[config.mk]
export PLATFORM = sky130hd
export DESIGN_NAME = timer_control
export DESIGN_NICKNAME = d
export VERILOG_FILES = /design/src/rtl/timer_pkg.sv /design/src/rtl/button_debounce.sv /design/src/rtl/timer_control.sv
export SDC_FILE = /design/constraint.sdc
export NUM_CORES = 1
export LEC_CHECK = 0
export BUFFER_PORTS_ARGS = -buffer_cell sky130_fd_sc_hd__buf_2
export CAP_MARGIN = 5
export CORE_MARGIN = 2
export CORE_UTILIZATION = 54
export DETAILED_ROUTE_END_ITERATION = 12
export GPL_TIMING_DRIVEN = 1
export PLACE_DENSITY = 0.78
export SLEW_MARGIN = 20
export SYNTH_ARGS = -nofsm -noshare
export SYNTH_HDL_FRONTEND = slang
export SYNTH_SLANG_ARGS = --single-unit
[constraint.sdc]
create_clock -name clk_i -period 2.5 [get_ports clk_i]
set_clock_uncertainty 0.2 [all_clocks]
set_input_delay 0.5 -clock clk_i [delete_from_list [all_inputs] [get_ports clk_i]]
set_output_delay 0.5 -clock clk_i [all_outputs]
set_load 0.005 [all_outputs]
[src/rtl/timer_pkg.sv]
// Shared types and helpers for the stopwatch/timer front end.
//   timer_state_t : FSM encoding (idle, running, paused)
//   calc_div      : clock cycles per tick for a given clock and tick rate
package timer_pkg;

  typedef enum logic [1:0] {
    StIdle  = 2'd0,
    StRun   = 2'd1,
    StPause = 2'd2
  } timer_state_t;

  // A zero tick rate yields 0 so the caller's DIV >= 2 check rejects it.
  function automatic int unsigned calc_div(input int unsigned clk_freq_hz,
                                           input int unsigned tick_hz);
    return (tick_hz == 0) ? 0 : clk_freq_hz / tick_hz;
  endfunction

endpackage

[src/rtl/button_debounce.sv]
// Synchronises and debounces one raw, asynchronous, active-high button.
//   clk_i     : clock
//   rst_ni    : asynchronous active-low reset
//   btn_raw_i : raw button level
//   press_o   : 1-cycle registered pulse on each accepted 0->1 level change
//   level_o   : debounced button level
// A new level is accepted after the synchronised input has differed from the
// current level for DebounceCycles consecutive cycles; any return to the
// current level restarts the count.
module button_debounce #(
  parameter int unsigned DebounceCycles = 1_000_000
) (
  input  logic clk_i,
  input  logic rst_ni,
  input  logic btn_raw_i,
  output logic press_o,
  output logic level_o
);

  if (DebounceCycles < 1) begin : gen_cycles_check
    $error("button_debounce: DebounceCycles must be >= 1");
  end

  // Counter only needs to reach DebounceCycles-1.
  localparam int unsigned CntW = (DebounceCycles < 2) ? 1 : $clog2(DebounceCycles);
  localparam logic [CntW-1:0] CntMax = CntW'(DebounceCycles - 1);

  logic            sync1_q, sync2_q;
  logic            level_q, level_d;
  logic            press_q, press_d;
  logic [CntW-1:0] cnt_q, cnt_d;

  always_comb begin
    cnt_d   = cnt_q;
    level_d = level_q;
    press_d = 1'b0;
    if (sync2_q == level_q) begin
      cnt_d = '0;
    end else if (cnt_q == CntMax) begin
      // Stable long enough: accept the new level; only rising edges are presses.
      cnt_d   = '0;
      level_d = sync2_q;
      press_d = sync2_q;
    end else begin
      cnt_d = cnt_q + CntW'(1);
    end
  end

  always_ff @(posedge clk_i or negedge rst_ni) begin
    if (!rst_ni) begin
      sync1_q <= 1'b0;
      sync2_q <= 1'b0;
      level_q <= 1'b0;
      press_q <= 1'b0;
      cnt_q   <= '0;
    end else begin
      sync1_q <= btn_raw_i;
      sync2_q <= sync1_q;
      level_q <= level_d;
      press_q <= press_d;
      cnt_q   <= cnt_d;
    end
  end

  assign press_o = press_q;
  assign level_o = level_q;

endmodule

[src/rtl/timer_control.sv]
// Stopwatch/timer front end feeding the mod-N digit-counter chain.
//   clk_i       : clock
//   rst_ni      : asynchronous active-low reset
//   btn_run_i   : raw run/pause button (async, active-high)
//   btn_clear_i : raw clear button (async, active-high)
//   tick_o      : 1-cycle increment pulse for the first digit counter
//   clear_o     : 1-cycle synchronous clear for the digit counters (high in reset)
//   running_o   : FSM is in RUN (registered)
//   paused_o    : FSM is in PAUSE (registered)
module timer_control
  import timer_pkg::*;
#(
  parameter int unsigned ClkFreqHz      = 100_000_000,
  parameter int unsigned TickHz         = 100,
  parameter int unsigned DebounceCycles = 1_000_000
) (
  input  logic clk_i,
  input  logic rst_ni,
  input  logic btn_run_i,
  input  logic btn_clear_i,
  output logic tick_o,
  output logic clear_o,
  output logic running_o,
  output logic paused_o
);

  localparam int unsigned Div = calc_div(ClkFreqHz, TickHz);

  if (Div < 2) begin : gen_div_check
    $error("timer_control: ClkFreqHz/TickHz must be >= 2");
  end

  localparam int unsigned PresW = (Div < 2) ? 1 : $clog2(Div);
  localparam logic [PresW-1:0] PresMax = PresW'(Div - 1);

  logic run_press, run_level;
  logic clr_press, clr_level;
  logic unused_levels;

  button_debounce #(
    .DebounceCycles(DebounceCycles)
  ) u_run_db (
    .clk_i    (clk_i),
    .rst_ni   (rst_ni),
    .btn_raw_i(btn_run_i),
    .press_o  (run_press),
    .level_o  (run_level)
  );

  button_debounce #(
    .DebounceCycles(DebounceCycles)
  ) u_clr_db (
    .clk_i    (clk_i),
    .rst_ni   (rst_ni),
    .btn_raw_i(btn_clear_i),
    .press_o  (clr_press),
    .level_o  (clr_level)
  );

  assign unused_levels = run_level ^ clr_level;

  timer_state_t     state_q;
  logic [PresW-1:0] pres_q;
  logic             clear_q, running_q, paused_q;

  // Prescaler follows the current state: counts in RUN, holds in PAUSE so a
  // resume finishes the partial period, and is zeroed in IDLE.
  always_ff @(posedge clk_i or negedge rst_ni) begin
    if (!rst_ni) begin
      state_q   <= StIdle;
      pres_q    <= '0;
      clear_q   <= 1'b1;
      running_q <= 1'b0;
      paused_q  <= 1'b0;
    end else begin
      clear_q <= 1'b0;
      unique case (state_q)
        StIdle: begin
          pres_q <= '0;
          // Clear wins over run when both arrive together.
          if (clr_press) begin
            clear_q <= 1'b1;
          end else if (run_press) begin
            state_q   <= StRun;
            running_q <= 1'b1;
          end
        end
        StRun: begin
          pres_q <= (pres_q == PresMax) ? '0 : pres_q + PresW'(1);
          // Clear is ignored while running.
          if (run_press) begin
            state_q   <= StPause;
            running_q <= 1'b0;
            paused_q  <= 1'b1;
          end
        end
        StPause: begin
          if (clr_press) begin
            state_q  <= StIdle;
            clear_q  <= 1'b1;
            paused_q <= 1'b0;
          end else if (run_press) begin
            state_q   <= StRun;
            running_q <= 1'b1;
            paused_q  <= 1'b0;
          end
        end
        default: begin
          state_q   <= StIdle;
          pres_q    <= '0;
          running_q <= 1'b0;
          paused_q  <= 1'b0;
        end
      endcase
    end
  end

  assign tick_o    = (state_q == StRun) && (pres_q == PresMax);
  assign clear_o   = clear_q;
  assign running_o = running_q;
  assign paused_o  = paused_q;

endmodule

==> flow_summary.json <==
{
  "r2r_setup_slack_ps": 400,
  "syn_area_um2": 3620,
  "drc": 2,
  "holdCritPathClass": "primary input to flop",
  "leakagePower_nw": 1.77,
  "synth-seq-area-share": 0.505,
  "die_h_um": 85.9,
  "relSlewSlack": 0.654,
  "grtUsageTotal": 0.191,
  "max-vdd-ir-drop_mv": 0.562,
  "syn_to_final_growth_pct": 11.0,
  "syn_area_per_cell_um2": 10.2,
  "dr.pass1.iters": 8,
  "crit_arrival_ps": 1690,
  "grt_overflow": 0,
  "cp_max_fo": 3,
  "clkTransAtPathRegs_ps": 80,
  "drive_gt1_frac": 0.139,
  "powerDensity_nw_per_um2": 630,
  "dp_hpwl_um": 4180,
  "grt_pass1_vias": 2468,
  "antenna_left": 0,
  "cp.required_ps": 1800,
  "ys_seq_elements": 73,
  "clkSinkCount": 73,
  "cts_tree": "yes",
  "nFillCells": 512,
  "synth_area_leaders": "dfrtp_1, nor2_1, xor2_1",
  "cts.htree.levels": 3,
  "synth_top_cell_area_share": 0.498,
  "grt_max_degree": 74,
  "drv_cap": 0,
  "synthArstFlopShare": 1.00,
  "worst_pin_slew_ps": 515,
  "clockBufferDepth": 2,
  "violations": "DRC",
  "vias_per_cell": 5.69,
  "fin_nets": 377,
  "place.gp.congestion": 0.805,
  "clock.fmax_mhz": 418,
  "fp.dieW_um": 85.9,
  "report.final.slew_viol_count": 0,
  "setup_ws_ps": 107,
  "ys.flop_type": "dfrtp_1",
  "status": "finished with violations",
  "grt_pass1_wl_um": 11100,
  "fin_setup_tns_ps": 0,
  "synth-edff-count": 0,
  "ios": 8,
  "antennaDiodeCount": 0,
  "die_area_um2": 7370,
  "placed_cell_area_um2": 3700,
  "final_cell_area_um2": 4020,
  "placementRows": 29,
  "routedWlPerCell_um": 14.0,
  "rsz0062_at_grt": "false",
  "startpoint_type": "flop",
  "finalSetupViolCount": 0,
  "design.core.area_um2": 6420,
  "place_worst_setup_slack_ps": 364,
  "final_hold_viol_count": 0,
  "antenna_found_initial": 0,
  "syn_nets": 362,
  "clk_latency_ps": 340,
  "critPathCaptureType": "output port",
  "wirelength_um": 6350,
  "finalCriticalPeriod_ps": 2390,
  "cts_buffers": 9,
  "cts-root-buf": "clkbuf_8",
  "worstSetupPathType": "flop to output port",
  "vias": 2574,
  "io_buffer_count": 7,
  "first_iter_violations": 103,
  "yosys.area.top_type": "dfrtp_1",
  "syn_inst": 355,
  "synth_warnings": 0,
  "fin_crit_sh": 0.957,
  "start_util": 0.564,
  "synth.distinct_cells": 49
}
[cell usage in the layout, fill, tap and decap left out, drive strengths merged, types with 2 or more instances in the layout]
cell type	netlist	routed
nand4	16	16
mux2	3	3
clkbuf	0	10
inv	5	5
ha	3	3
and4	7	7
nor4	8	8
xor2	22	22
o21ai	11	11
or3	3	3
nor2	52	52
a21o	4	4
nor2b	2	2
and3	10	10
xnor2	17	17
buf	11	14
nor3	8	8
a21oi	17	17
nor4b	2	2
nor3b	4	4
dfrtp	72	72
bufinv	0	5
a22o	4	4
mux2i	4	4
nand3b	2	2
nand3	26	26
nand2	33	33
[cells by family after synthesis]
| logic type | after synthesis | synth area share |
|---|---|---|
| buffers and inverters | 16 | 0.0328 |
| and+or+nand+nor | 177 | 0.268 |
| AOI/OAI and AO/OA | 40 | 0.0684 |
| adders and majority gates | 3 | 0.0104 |
| muxes | 7 | 0.0214 |
| DFF | 73 | 0.505 |
| xor gates and xnor gates | 39 | 0.0944 |
[sequential cells by signal, indices dropped and copies added, names as in the netlist]
name              count
u_run_db.sync2_q      1
u_clr_db.cnt_q       20
u_clr_db.sync1_q      1
u_clr_db.sync2_q      1
state_q               2
u_run_db.sync1_q      1
pres_q               20
u_clr_db.level_o      1
u_run_db.press_o      1
paused_o              1
u_clr_db.press_o      1
u_run_db.cnt_q       20
running_o             1
u_run_db.level_o      1
clear_o               1
[per-layer routing]
metal / part of all wire / track usage / vias up
met3: 0.032 / 0.0616 / 10
met1: 0.47 / 0.244 / 1246
li1: - / - / 1277
met4: 0.015 / 0.0707 / 0
met2: 0.48 / 0.304 / 41
met5: 0 / 0 / -
[where the power goes]
part	switching, W	internal, W	total [W]
combinational	0.0000388	0.0000164	0.0000551
clock	0.000409	0.000864	0.00127
sequential	0.0000102	0.00119	0.00120
[final cells by class]
class                   instances  area [um^2]  area share
well taps                      77         96.3      0.0240
clock buffers                  10          128      0.0318
repair buffers                 15          110      0.0274
flip-flops and latches         73         1830       0.455
inverters                       5         18.8     0.00467
clock inverters                 6          155      0.0386
multi-input cells             266         1680       0.419
[path summary, 6_finish.rpt]
check,from,end,depth (start not counted)
max,pres_q[0],tick_o,5
max in group asynchronous,rst_ni,pres_q[19],3
min reg2reg,u_clr_db.sync1_q,u_clr_db.sync2_q,0
min,btn_run_i,u_run_db.sync1_q,1
min in group asynchronous,rst_ni,pres_q[6],3
max reg2reg,u_clr_db.cnt_q[0],u_clr_db.cnt_q[18],6
[critical path: stages (launching register included)]
cell,delay [ps]
dfrtp_1,400
ha_2,210
and3_4,190
and3_2,240
and3_2,210
buf_2,120
[stage by stage]
stage | hold slack, ps | util | cells | total power, W
floorplan | 4.41 | - | 355 | 0.00124
global placement | 134 | 0.576 | 433 | 0.00128
detailed placement | 135 | 0.576 | 433 | 0.00128
CTS | 40.9 | 0.624 | 452 | 0.00257
global route | 39.2 | 0.626 | 452 | 0.00262
finish | 65.8 | 0.626 | 452 | 0.00253
[cell usage after synthesis (all sizes together), types with 4 or more instances]
cell type,instances
dfrtp,72
a21oi,17
nand4,16
and3,10
nor3,8
nor3b,4
a21o,4
nor2,52
xnor2,17
xor2,22
nor4,8
inv,5
o21ai,11
a22o,4
nand3,26
nand2,33
mux2i,4
and4,7
buf,11
[timing repair]
| action | CTS | global route |
|---|---|---|
| resized for setup | 0 | 3 |
| hold buffers | 1 | 0 |
| endpoints found under the setup margin | 1 | 1 |
| endpoints found under the hold margin | 23 | 0 |
| buffers inserted | 2 | 0 |
No activity file was read; power rests on OpenSTA's default activity.
